## config.mk

```make
export PLATFORM = sky130hd
export DESIGN_NAME = pc_fetch_unit
export DESIGN_NICKNAME = d
export VERILOG_FILES = /design/src/rtl/pc_fetch_pkg.sv /design/src/rtl/pc_ras.sv /design/src/rtl/pc_fetch_unit.sv
export SDC_FILE = /design/constraint.sdc
export NUM_CORES = 1
export LEC_CHECK = 0
export ABC_AREA = 1
export BUFFER_PORTS_ARGS = -buffer_cell sky130_fd_sc_hd__buf_2
export CORE_MARGIN = 1.5
export CORE_UTILIZATION = 45
export CTS_CLUSTER_DIAMETER = 150
export CTS_CLUSTER_SIZE = 28
export DETAILED_ROUTE_END_ITERATION = 12
export GPL_TIMING_DRIVEN = 0
export PLACE_DENSITY = 0.62
export SLEW_MARGIN = 5
export SYNTH_ARGS = -nofsm -noshare
export SYNTH_HDL_FRONTEND = slang
export SYNTH_SLANG_ARGS = --single-unit
```

## constraint.sdc

```tcl
create_clock -name clk -period 5.9 [get_ports clk]
set_input_delay 0.295 -clock clk [delete_from_list [all_inputs] [get_ports clk]]
set_output_delay 0.295 -clock clk [all_outputs]
set_load 0.01 [all_outputs]
```

## src/rtl/pc_fetch_pkg.sv

```systemverilog
// Shared types and helpers for the fetch program counter.
// Next-PC source selection and alignment utilities.
package pc_fetch_pkg;

    typedef enum logic [2:0] {
        SRC_HOLD,
        SRC_SEQ,
        SRC_REDIRECT,
        SRC_CALL,
        SRC_RET
    } pc_src_e;

    localparam int unsigned INSTR_BYTES_DFLT = 4;
    localparam int unsigned ALIGN_BITS       = $clog2(INSTR_BYTES_DFLT);

    // Mask that clears the low `bits` address bits.
    function automatic logic [63:0] align_mask(input int unsigned bits);
        logic [63:0] ones;
        ones = (64'd1 << bits) - 64'd1;
        return ~ones;
    endfunction

endpackage

```

## src/rtl/pc_ras.sv

```systemverilog
// Circular return-address stack: overflow overwrites the oldest entry.
// Replace rewrites the top in place (call and return in one fetch).
module pc_ras
    import pc_fetch_pkg::*;
#(
    parameter int unsigned DEPTH = 4,
    parameter int unsigned W     = 32
) (
    input  logic         clk,
    input  logic         rst,
    input  logic         push,
    input  logic         pop,
    input  logic         replace,
    input  logic         flush,
    input  logic [W-1:0] wdata,
    output logic [W-1:0] top,
    output logic         empty,
    output logic         full,
    output logic         underflow
);

    localparam int unsigned PW = $clog2(DEPTH);
    localparam int unsigned CW = $clog2(DEPTH + 1);

    logic [W-1:0]  mem_q [DEPTH];
    logic [W-1:0]  mem_d [DEPTH];
    logic [PW-1:0] ptr_q, ptr_d;
    logic [CW-1:0] cnt_q, cnt_d;
    logic          uf_q, uf_d;
    logic [PW-1:0] top_idx;

    // ptr_q is the next free slot; the top entry sits just below it.
    assign top_idx   = ptr_q - PW'(1);
    assign top       = mem_q[top_idx];
    assign empty     = (cnt_q == '0);
    assign full      = (cnt_q == CW'(DEPTH));
    assign underflow = uf_q;

    always_comb begin
        mem_d = mem_q;
        ptr_d = ptr_q;
        cnt_d = cnt_q;
        uf_d  = 1'b0;
        if (flush) begin
            ptr_d = '0;
            cnt_d = '0;
        end else if (replace) begin
            if (empty) begin
                mem_d[ptr_q] = wdata;
                ptr_d        = ptr_q + PW'(1);
                cnt_d        = CW'(1);
                uf_d         = 1'b1;
            end else begin
                mem_d[top_idx] = wdata;
            end
        end else if (push) begin
            mem_d[ptr_q] = wdata;
            ptr_d        = ptr_q + PW'(1);
            if (!full) begin
                cnt_d = cnt_q + CW'(1);
            end
        end else if (pop) begin
            if (empty) begin
                uf_d = 1'b1;
            end else begin
                ptr_d = top_idx;
                cnt_d = cnt_q - CW'(1);
            end
        end
    end

    always_ff @(posedge clk or posedge rst) begin
        if (rst) begin
            for (int i = 0; i < int'(DEPTH); i++) begin
                mem_q[i] <= '0;
            end
            ptr_q <= '0;
            cnt_q <= '0;
            uf_q  <= 1'b0;
        end else begin
            mem_q <= mem_d;
            ptr_q <= ptr_d;
            cnt_q <= cnt_d;
            uf_q  <= uf_d;
        end
    end

endmodule

```

## src/rtl/pc_fetch_unit.sv

```systemverilog
// Fetch program counter with redirect, call/return prediction and
// a valid/ready handshake toward instruction fetch.
module pc_fetch_unit
    import pc_fetch_pkg::*;
#(
    parameter int unsigned     XLEN        = 32,
    parameter logic [XLEN-1:0] RESET_VEC   = '0,
    parameter int unsigned     INSTR_BYTES = 1 << ALIGN_BITS,
    parameter int unsigned     RAS_DEPTH   = 4
) (
    input  logic            clk,
    input  logic            rst,
    input  logic            fetch_ready,
    input  logic            redirect_valid,
    input  logic [XLEN-1:0] redirect_pc,
    input  logic            ras_flush,
    input  logic            call_valid,
    input  logic [XLEN-1:0] call_pc,
    input  logic            ret_valid,
    output logic [XLEN-1:0] pc,
    output logic            pc_valid,
    output logic            ras_empty,
    output logic            ras_full,
    output logic            misalign_err,
    output logic            ras_underflow
);

    localparam int unsigned     AB   = $clog2(INSTR_BYTES);
    localparam logic [XLEN-1:0] MASK = XLEN'(align_mask(AB));
    localparam logic [XLEN-1:0] STEP = XLEN'(INSTR_BYTES);

    logic [XLEN-1:0] pc_q, pc_d;
    logic            pc_valid_q, pc_valid_d;
    logic            misalign_q, misalign_d;

    pc_src_e         src;
    logic            accept;
    logic [XLEN-1:0] pc_plus;
    logic [XLEN-1:0] chk_addr;
    logic            chk_en;
    logic            ras_push, ras_pop, ras_repl, ras_clr;
    logic [XLEN-1:0] ras_top;

    assign accept  = fetch_ready & pc_valid_q;
    assign pc_plus = pc_q + STEP;
    assign ras_clr = redirect_valid & ras_flush;

    // Source selection: redirect wins, then return, then call.
    always_comb begin
        src      = SRC_HOLD;
        ras_push = 1'b0;
        ras_pop  = 1'b0;
        ras_repl = 1'b0;
        chk_addr = '0;
        chk_en   = 1'b0;
        if (redirect_valid) begin
            src      = SRC_REDIRECT;
            chk_addr = redirect_pc;
            chk_en   = 1'b1;
        end else if (accept && ret_valid) begin
            src      = ras_empty ? SRC_SEQ : SRC_RET;
            ras_pop  = !call_valid;
            ras_repl = call_valid;
        end else if (accept && call_valid) begin
            src      = SRC_CALL;
            ras_push = 1'b1;
            chk_addr = call_pc;
            chk_en   = 1'b1;
        end else if (accept) begin
            src = SRC_SEQ;
        end
    end

    always_comb begin
        pc_d = pc_q;
        unique case (src)
            SRC_REDIRECT: pc_d = redirect_pc & MASK;
            SRC_CALL:     pc_d = call_pc & MASK;
            SRC_RET:      pc_d = ras_top;
            SRC_SEQ:      pc_d = pc_plus;
            default:      pc_d = pc_q;
        endcase
        misalign_d = chk_en && ((chk_addr & ~MASK) != '0);
        pc_valid_d = 1'b1;
    end

    always_ff @(posedge clk or posedge rst) begin
        if (rst) begin
            pc_q       <= RESET_VEC;
            pc_valid_q <= 1'b0;
            misalign_q <= 1'b0;
        end else begin
            pc_q       <= pc_d;
            pc_valid_q <= pc_valid_d;
            misalign_q <= misalign_d;
        end
    end

    pc_ras #(
        .DEPTH (RAS_DEPTH),
        .W     (XLEN)
    ) u_ras (
        .clk       (clk),
        .rst       (rst),
        .push      (ras_push),
        .pop       (ras_pop),
        .replace   (ras_repl),
        .flush     (ras_clr),
        .wdata     (pc_plus),
        .top       (ras_top),
        .empty     (ras_empty),
        .full      (ras_full),
        .underflow (ras_underflow)
    );

    assign pc           = pc_q;
    assign pc_valid     = pc_valid_q;
    assign misalign_err = misalign_q;

endmodule

```

==> impl_metrics.json <==
{
  "status": "finished, final reports clean",
  "finalWirelength_um": 46700,
  "crit_arrival_ps": 4380,
  "synth_cell_types": 34,
  "power_density_mw_per_mm2": 423,
  "synth-main-ff-cell": "dfrtp_1",
  "period_needed_ps": 4000,
  "endpoint_kind": "flop",
  "grt_overflow": 0,
  "numCtsBuffers": 17,
  "fp.coreArea_mm2": 0.0245,
  "cp.depth": 12,
  "drv_cap": 0,
  "postLayoutCellArea_mm2": 0.0129,
  "timing.hold.ws_ps": 73.8,
  "synthXorXnorAreaFrac_pct": 0.232,
  "cp_num_buf_inv": 5,
  "regArea_mm2": 0.00420,
  "synth_compound_area_share_pct": 14.0,
  "fmax_mhz": 250,
  "crit_required_ps": 6280,
  "portBuffers": 107,
  "synth_warnings": 0,
  "drt-wirelength-per-cell_um": 20.7,
  "path_class": "reg2reg",
  "yosysTopAreaCellShare_pct": 37.1,
  "ctsHtreeMaxLevel": 4,
  "initial_core_util_pct": 46.1,
  "yosysTopAreaCell": "dfrtp_1",
  "rows": 57,
  "setup_slack_ps": 1900,
  "multiInputGateArea_mm2": 0.00611,
  "critPathTopFamily": "buffers and inverters",
  "vias_per_cell": 5.72,
  "fin_setup_tns_ps": 0,
  "synth_top_family_by_area": "simple AND/OR/NAND/NOR gates",
  "num_io_pins": 108,
  "leakagePower_uw": 0.00655,
  "cp_max_fo": 12,
  "first_global_vias": 11718,
  "crit_start": "u_ras.ptr_q[0]",
  "r2r_slack_ps": 1900,
  "die_area_mm2": 0.0261,
  "routed-via-count": 12920,
  "synth_most_common_cell": "nand2_1",
  "syn_inst": 1795,
  "routabilityCongestion": 1.01,
  "post-route-period-util_pct": 67.9,
  "min_path_type": "in2reg",
  "timing.rr.start": "u_ras.ptr_q[0]",
  "cts_root_buf": "clkbuf_16",
  "grt_max_degree": 86,
  "skew_ps": 18.2,
  "fp.dieW_um": 162,
  "dp_slack_ps": 2120,
  "cts_tree": "yes",
  "place_area_mm2": 0.0123,
  "hold_viol": 0,
  "synth.area.mux_share_pct": 0,
  "setup.worst_path.start_class": "flop",
  "critPathMaxStageDelay_ps": 610,
  "syn_to_final_growth_pct": 13.8,
  "synth.cell_area_mm2": 0.0113,
  "grtUsageTotal_pct": 36.3,
  "rsz0062_at_grt": "no",
  "async_flop_share_pct": 100,
  "antenna_cells": 0,
  "synthTopCellsByArea": "dfrtp_1 (37%), nand2_1 (21%), nand3_1 (11%)",
  "post_cts_buffers": 0,
  "antenna_found_initial": 0,
  "setup_viol": 0,
  "syn-num-nets": 1874,
  "fin_util_pct": 52.5,
  "drt_iter0_drc": 1732,
  "worstReg2RegEnd": "pc[3]",
  "yosys.area_share.simple_pct": 38.8,
  "reg2reg_depth": 12,
  "maxSlewHeadroom_pct": 36.2,
  "drc_errors": 0,
  "die_h_um": 162,
  "slowest_stage": "clkbuf_1",
  "synth_edf_count": 0,
  "ys_seq_elements": 168,
  "report.final.slew_viol_count": 0,
  "ys_seq_area_share_pct": 37.1,
  "grt_pass1_wl_um": 70900,
  "worst-slew-pin-transition_ps": 948,
  "cts.clk_slew.worst_paths_ps": 70,
  "dp_hpwl_um": 35200,
  "clk_latency_ps": 450,
  "drive_above_1_share_pct": 10.2,
  "irDropWorstVdd_uv": 214,
  "crit_chain": "inv_1 -> clkbuf_1 -> clkbuf_1 -> ha_1 -> inv_1 -> clkbuf_1 -> o21ai_0 -> o22ai_1 -> a22oi_1 -> nand2_1 -> nand2_1 -> nand2_1",
  "synthAdderAreaFrac_pct": 0.951,
  "first_pass_iters": 8,
  "clkSinkCount": 168,
  "ant_nets": 0,
  "cts_buffer_depth": 2,
  "syn_area_per_cell_um2": 6.31,
  "final_nets": 2002,
  "fillers": 2584,
  "synth_common_cells": "nand2_1 (631), nand3_1 (260), dfrtp_1 (168), o21ai_0 (157), inv_1 (147)",
  "cp-endpoint": "pc[3]"
}
power breakdown:
part	total (uW)	internal, uW	switching (uW)
Combinational	2400	738	1660
Clock	1140	589	550
Sequential	1910	1580	327
sequential cells by signal, summed over array words and instances (netlist names):
| name | count |
|---|---|
| u_ras.mem_q | 128 |
| u_ras.underflow | 1 |
| pc | 32 |
| pc_valid | 1 |
| u_ras.cnt_q | 3 |
| u_ras.ptr_q | 2 |
| misalign_err | 1 |
cell usage in the layout (no fill, tap or decap), types with 8 or more instances in the layout:
master,count
o21ai_1,11
a21oi_1,101
clkbuf_16,17
clkbuf_1,68
nand2_1,631
dfrtp_1,168
buf_2,138
nand3_1,260
o211ai_1,8
o21ai_0,157
inv_1,146
nor2_1,134
o22ai_1,14
inv_2,8
per-layer routing:
metal | share of wire (%) | up-vias | global-route usage, %
li1 | - | 6071 | -
met3 | 12 | 87 | 9.04
met1 | 44 | 5974 | 53.0
met2 | 41 | 788 | 52.8
met5 | 0 | - | 0
met4 | 2.4 | 0 | 10.6
layout make-up:
class | instances | area share, %
inverters | 155 | 4.58
plain buffers | 102 | 3.30
multi-input cells | 1370 | 47.4
clock inverters | 12 | 0.835
repair buffers | 109 | 4.45
flip-flops and latches | 168 | 32.6
well taps | 324 | 3.15
clock buffers | 20 | 3.62
stage by stage:
stage / power (uW) / std cells
floorplan: 3390 / 1795
global placement: 4160 / 2226
detailed placement: 4210 / 2227
CTS: 5340 / 2260
global route: 5810 / 2260
finish: 5450 / 2260
what timing repair did:
item / CTS / global route
hold buffers: 1 / 0
resized for setup: 0 / 0
hold endpoints to repair: 71 / 0
cells by family after synthesis:
logic type	after synthesis
flops	168
compound gates	303
fa+ha+maj	8
other cells	1
xor+xnor	3
buf+inv	257
simple gates	1055
worst register-to-register path: stages, from the launching register on:
cell      delay (ps)
dfrtp_1          510
inv_1            120
clkbuf_1         440
clkbuf_1         610
ha_1             460
inv_1            250
clkbuf_1         570
o21ai_0          230
o22ai_1          370
a22oi_1          130
nand2_1          140
nand2_1           60
nand2_1           50
worst min-delay path by stage:
stage          slack [ps]              end  cells past startpoint       startpoint
3_3_place_gp          450  u_ras.mem_q[66]                      2  u_ras.mem_q[66]
6_report               70           pc[12]                      3      call_pc[12]
4_1_cts                70     misalign_err                      3       call_pc[1]
2_1_floorplan         420  u_ras.underflow                      2        ret_valid
5_1_grt                80           pc[16]                      3      call_pc[16]
3_5_place_dp          430   u_ras.cnt_q[1]                      2              rst
Note: power is estimated with default switching activity, not from simulation.
